--- src/rtl/counter_nbits.sv ---
// N-bit free-running binary up-counter with synchronous parallel load.
// Priority at each rising edge: reset, then load, then increment (mod 2^N).
module counter_nbits #(
  parameter int N = 4
) (
  input  logic         clk,
  input  logic         rst,
  input  logic         load,
  input  logic [N-1:0] preset,
  output logic [N-1:0] out
);

  logic [N-1:0] r_count;
  logic [N-1:0] w_count_inc;

  // Carry out of the top bit is dropped, giving natural wrap from all-ones to zero.
  assign w_count_inc = r_count + N'(1);

  // NOTE: sequential state uses non-blocking assignments so every register
  // samples pre-edge values, independent of statement or block ordering.
  always_ff @(posedge clk) begin
    if (rst) begin
      r_count <= '0;
    end else if (load) begin
      r_count <= preset;
    end else begin
      r_count <= w_count_inc;
    end
  end

  assign out = r_count;

endmodule

--- config.mk ---
export PLATFORM = sky130hd
export DESIGN_NAME = counter_nbits
export DESIGN_NICKNAME = d
export VERILOG_FILES = /design/src/rtl/counter_nbits.sv
export SDC_FILE = /design/constraint.sdc
export NUM_CORES = 1
export LEC_CHECK = 0
export BUFFER_PORTS_ARGS = -buffer_cell sky130_fd_sc_hd__buf_2
export CAP_MARGIN = 10
export CORE_AREA = 2 2 39 41
export DETAILED_ROUTE_END_ITERATION = 16
export DIE_AREA = 0 0 41 43
export PLACE_DENSITY = 0.4
export SKIP_LAST_GASP = 1
export SLEW_MARGIN = 15
export SYNTH_ARGS = -nofsm -noshare
export SYNTH_HDL_FRONTEND = slang
export SYNTH_SLANG_ARGS = --single-unit
--- constraint.sdc ---
create_clock -name clk -period 1 [get_ports clk]
set_clock_uncertainty 0.05 [all_clocks]
set_input_delay 0.25 -clock clk [delete_from_list [all_inputs] [get_ports clk]]
set_output_delay 0.25 -clock clk [all_outputs]
set_load 0.1 [all_outputs]
==> metrics.md, run 1 <==
| Metric | Value |
|---|---|
| Worst path cell trace | buf_12 |
| IO buf count | 10 |
| Cell count after placement | 45 |
| Post-DRT Antenna Nets | 0 |
| Critical Path AT | 0.79 ns |
| Max-cap violations | 0 |
| Die height | 43 um |
| Setup repair after global routing missed its margin | true |
| DR vias/cell | just under 4 |
| HP Class | in -> reg |
| CTS Buffer Depth | 2 |
| Lkg Pwr | about 0.17 nW |
| Synth Instances | 18 |
| CTS Sinks | 4 |
| First-pass GRT wire length | 855 um |
| N_diodes | 0 |
| Max Clk Rate | 0.917 GHz |
| Worst hold slack | 0.190 ns |
| Fin crit share | 1.09 |
| Avg Inst Size Synth | 10.5 sq um |
| Slew HR | 0.835 |
| VDD IR-drop max | 0.667 mV |
| Seq/Total Area, Yosys | 0.424 |
| Status | finished, violations left |
| Worst slack at placement | -0.00524 ns |
| PwrDens | ~1500 mW/mm^2 |
| Fraction of layout cells with a size suffix above 1 | 0.676 |
| Hold Vio Cnt, Final | 0 |
| Synth Register Bits | 4 |
| WS Path Type | reg -> out |
| FP Rows | 14 |
| TritonCTS clock tree | done |
| Initial core utilization | 0.137 |
| Die width | 41 um |
| Clk slew on worst S/H paths | 0.04 ns |
| Max Fanout on Critical Path | 5 |
| FILL cells | 142 |
| Post-Route Utilization | 0.288 |
| GPL Wtd Cong | about 0.67 |
| Max reg flops | 4 |
| Fin crit period | between 1 and 1.5 ns |
| Final Instance Count excl. Fillers | 50 |
| DRC Markers | 0 |
| Netlist Area Pre-Place | 189 sq um |
| Pwr Total | just over 0.6 mW |
| Crit end category | output pin |
| Worst skew pair latency | 0.23 ns |
| Routed wire length | 491 um |
| WL per Instance | 9.82 um |
| Worst Path Required | 0.70 ns |
| Yosys cell types | 11 |
| Core area | 0.00138 sq mm |
| Worst-Margin Slew | 0.247 ns |
| Final nets | 44 |
| Final setup viols | 4 |
| Worst Setup Start Kind | register |
| Slew Viols, Final | 0 |
| Failing checks | setup timing |
| Drt first-iter violations | 3 |
| CP bufs+invs | 1 |
| Die area | 0.00176 sq mm |
| Synth warnings | 0 |
| I/O pins | 11 |
| Clock root buffer | clkbuf_4 |
| Post-route setup slack | -0.0907 ns |
| Largest net degree at the start of global routing | 6 |
| Syn Nets | 26 |
| Vias post-DR | 193 |
| Number of global-route vias before repair | 203 |
| H-tree levels | 1 |
| Post-CTS sizing | 0 |
| First-pass iteration count of the detailed router | 2 |
| GRT Util Overall | 0.0754 |
| GRT overflow | 0 |
| Initial antenna violation count | 0 |
| Biggest cell delay along the critical path | 0.38 ns |
| P&R area growth vs syn | 111% |
| Hold buffer count at cts | 0 |
| Crit path max-delay cell type | dfxtp_4 |
| Delay-heaviest family, CP | flip-flops |
| CTS buffer count | 3 |
[power breakdown]
part / switching, mW / internal (mW) / leakage (nW)
Sequential: 0.0238 / 0.173 / 0.0356
Combinational: 0.126 / 0.0906 / 0.117
Clock: 0.0608 / 0.134 / 0.0138
[cell type report]
cell class | count | area [sq um] | area share
clock buffers | 3 | 22.5 | 0.0566
inverters | 1 | 3.75 | 0.00943
multi-input cells | 13 | 124 | 0.311
flip-flops and latches | 4 | 95.1 | 0.239
well taps | 16 | 20.0 | 0.0503
repair buffers | 13 | 133 | 0.333
[worst paths after layout]
kind,startpoint,end,slack [ns],cells after the start
hold / removal,rst,out[1],0.19,2
setup reg to reg,out[1],out[3],0.01,2
setup / recovery,out[0],out[0],-0.09,1
hold reg to reg,out[0],out[0],0.46,1
[through the flow]
step	area [sq um]	setup TNS (ns)
final	398	-0.301
after global placement	360	0
after global routing	398	-0.478
after floorplan	223	-0.280
after CTS	390	-0.350
after detailed placement	360	-0.00524
[metal layers]
layer  vias up  global-route usage  wire, um
met5         -                   0         0
met4         0                   0         0
met3         0              0.0785        40
met2         7              0.0969       225
met1        87              0.0935       225
li1         99                   -         -
[Yosys cell counts (all sizes together)]
cell	number	area share
a211oi	2	0.079
dfxtp	4	0.42
xnor2	1	0.046
and3	1	0.033
inv	1	0.020
a311oi	1	0.046
nor2b	4	0.13
nor2	1	0.020
a2111oi	1	0.079
mux2i	1	0.053
ha	1	0.066
[kinds of logic (layout without fill, tap and decap cells)]
logic type | count (synthesis) | count (layout) | synth area share
AO/OA/AOI/OAI | 4 | 4 | 0.205
XOR/XNOR | 1 | 1 | 0.0464
adder cells (fa/ha/maj) | 1 | 1 | 0.0662
buffers and inverters | 1 | 17 | 0.0198
flip-flops | 4 | 4 | 0.424
multiplexers | 1 | 1 | 0.0530
AND/OR/NAND/NOR | 6 | 6 | 0.185
[worst reg2reg max path: stages, from the launching register on]
cell,delay [ns]
dfxtp_4,0.36
and3_1,0.19
a2111oi_2,0.28
[timing repair]
action / CTS / global route
cloned: 0 / 0
endpoints found under the hold margin: 0 / 0
setup buffers: 1 / 1
setup endpoints to repair: 4 / 6
[cell usage in the layout (no fill, tap or decap)]
master	instances
nor2b_1	4
a2111oi_2	1
nor2_1	1
a311oi_2	1
and3_1	1
dfxtp_4	4
mux2i_1	1
xnor2_1	1
buf_2	6
clkbuf_4	3
buf_12	4
inv_1	1
buf_4	3
ha_4	1
a211oi_1	2
No activity file was read; power rests on OpenSTA's default activity.
==> run 2: changes to the inputs <==
PLACE_DENSITY = 0.39   (was 0.4)
clock period = 1.3 ns   (was 1 ns; I/O delays follow)
==> run 2 against run 1 <==
Net effect: the flow now finishes without violations; highest routed layer unchanged; via count is 4.1% lower; cell area is 12% lower; cell count is 6.0% lower; largest power group is now the clock network; register-to-register slack better by 0.26 ns; first-iteration DRC count is 67% lower; utilization is 3.3 points lower; combinational power is 30% lower; global-route usage is 0.42 points lower; sequential share of layout area is 1.7 points higher; worst setup slack better by 0.22 ns.
==> metrics.md, run 2 (synthesized netlist as in run 1, its figures left out) <==
| Metric | Value |
|---|---|
| Status | finished clean (was finished, violations left) |
| Die height | 43 um (unchanged) |
| Post-DRT Antenna Nets | 0 (unchanged) |
| IO buf count | 10 (unchanged) |
| Clock network fraction of design power | 0.338 (was 0.320) |
| Max Fanout on Critical Path | 4 (was 5) |
| Initial antenna violation count | 0 (unchanged) |
| Lkg Pwr | 0.151 nW (was 0.166 nW) |
| Post-Route Setup TNS | 0 ns (was -0.301 ns) |
| Setup bufs post-CTS | 0 (was 1) |
| DR vias/cell | 3.94 (was 3.86) |
| Crit path max-delay cell type | dfxtp_2 (was dfxtp_4) |
| Int Pwr | 0.297 mW (was 0.398 mW) |
| Worst skew pair latency | 0.24 ns (was 0.23 ns) |
| Register area | 90.1 sq um (was 95.1 sq um) |
| Worst Setup Start Kind | register (unchanged) |
| Hold Vio Cnt, Final | 0 (unchanged) |
| Clk slew on worst S/H paths | 0.04 ns (about the same) |
| Die width | 41 um (unchanged) |
| Comb power frac | 0.333 (was 0.356) |
| CP bufs+invs | 1 (unchanged) |
| GPL Wtd Cong | 0.638 (was 0.673) |
| Worst-Margin Slew | 0.294 ns (was 0.247 ns) |
| Most frequent cells in the layout | buf_2, nor2b_1, buf_12 (was buf_2, nor2b_1, dfxtp_4, buf_12) |
| Worst slack at placement | 0.212 ns (was -0.00524 ns) |
| Hold buffer count at cts | 0 (unchanged) |
| Fin crit period | 1.17 ns |
| CTS buffer count | 3 (unchanged) |
| Max Clk Rate | about 0.85 GHz |
| Clock root buffer | clkbuf_4 (unchanged) |
| CTS Buffer Depth | 2 (unchanged) |
| FP Rows | 14 (unchanged) |
| I/O pins | 11 (unchanged) |
| Max reg flops | 4 (unchanged) |
| Delay-heaviest family, CP | flip-flops (unchanged) |
| Worst Path Required | 0.93 ns (was 0.70 ns) |
| Post-CTS sizing | 0 (unchanged) |
| Max-cap violations | 0 (unchanged) |
| Routed wire length | 468 um (was 491 um) |
| Core area | 0.00138 sq mm (unchanged) |
| Setup repair after global routing missed its margin | false (was true) |
| Final setup viols | 0 (was 4) |
| FILL cells | 148 (was 142) |
| Final instance area | 352 sq um (was 398 sq um) |
| Worst hold slack | 0.258 ns (was 0.190 ns) |
| Slew Viols, Final | 0 (unchanged) |
| Final nets | 41 (was 44) |
| WS Path Type | reg -> out (unchanged) |
| Detailed placer's ending HPWL | 348 um |
| Worst path cell trace | buf_12 (unchanged) |
| Multi-input logic area | 105 sq um (was 124 sq um) |
| WL per Instance | 9.96 um (was 9.82 um) |
| GRT overflow | 0 (unchanged) |
| Drt first-iter violations | 1 (was 3) |
| VDD IR-drop max | 0.398 mV (was 0.667 mV) |
| First-pass GRT wire length | 759 um (was 855 um) |
| Post-route setup slack | 0.128 ns (was -0.0907 ns) |
| Initial core utilization | 0.137 (unchanged) |
| H-tree levels | 1 (unchanged) |
| First-pass iteration count of the detailed router | 2 (unchanged) |
| Critical Path AT | 0.80 ns (was 0.79 ns) |
| Die area | 0.00176 sq mm (unchanged) |
| Psw | 0.160 mW (was 0.210 mW) |
| Vias post-DR | 185 (was 193) |
| GRT Util Overall | 0.0712 (was 0.0754) |
| Slew HR | 0.802 (was 0.835) |
| Number of global-route vias before repair | 193 (was 203) |
| Most common cell after layout, fill and taps aside | buf_2 (unchanged) |
| Switching share of power | 0.351 (was 0.346) |
| N_diodes | 0 (unchanged) |
| Fin crit share | 0.901 |
| TritonCTS clock tree | done (unchanged) |
| P&R area growth vs syn | 86.1% (was 111%) |
| Crit end category | output pin (unchanged) |
| Register share of total power | 0.329 (was 0.324) |
| Fraction of layout cells with a size suffix above 1 | 0.581 (was 0.676) |
| Pwr Total | 0.457 mW (was 0.608 mW) |
| Largest net degree at the start of global routing | 8 (was 6) |
| Post-DP Area | 329 sq um (was 360 sq um) |
| PwrDens | 1300 mW/mm^2 (was 1530 mW/mm^2) |
| DRC Markers | 0 (unchanged) |
| HP Class | in -> reg (unchanged) |
| CTS Sinks | 4 (unchanged) |
| Biggest cell delay along the critical path | 0.37 ns (was 0.38 ns) |
[run 2: cell types whose count changed in the layout (fill, tap and decap cells not counted)]
cell,before,now
a311oi_1,0,1
ha_1,0,1
a311oi_2,1,0
dfxtp_2,0,2
dfxtp_4,4,2
ha_4,1,0
buf_4,3,0
[run 2: worst paths after layout]
check | start | end | slack, ns | cells after the start
worst max-delay path | out[2] | out[2] | 0.13 | 1
worst min-delay path | rst | out[3] | 0.26 | 2
worst max register to register | out[0] | out[2] | 0.27 | 3
worst min register to register | out[0] | out[0] | 0.43 | 1
[run 2: power groups by stage]
stage	Combinational [mW]	Clock, mW	Sequential, mW
floorplan	0.0230	0	0.217
global placement	0.151	0	0.152
detailed placement	0.152	0	0.152
CTS	0.153	0.161	0.151
global route	0.159	0.179	0.152
finish	0.152	0.154	0.150
[run 2: metal layers]
layer	GRT usage	routed length (um)	up-vias
met4	0.0200	0	0
met2	0.0750	180	13
met3	0.0785	56	0
met5	0	0	-
li1	-	-	93
met1	0.0929	230	79
[run 2: layout make-up]
| cell class | instances | share of cell area |
|---|---|---|
| Clock buffer | 3 | 0.0641 |
| Inverter | 1 | 0.0107 |
| Multi-Input combinational cell | 13 | 0.299 |
| Sequential cell | 4 | 0.256 |
| Tap cell | 16 | 0.0569 |
| Timing Repair Buffer | 10 | 0.313 |
[run 2: worst reg2reg max path: stages (launching register included)]
cell      delay, ns
dfxtp_4        0.35
ha_1           0.20
xnor2_1        0.13
a211oi_1       0.21
[run 2: through the flow]
stage,std cells,utilization
after floorplan,18,-
after global placement,44,0.238
after detailed placement,44,0.238
after CTS,47,0.254
after global routing,47,0.254
final,47,0.254
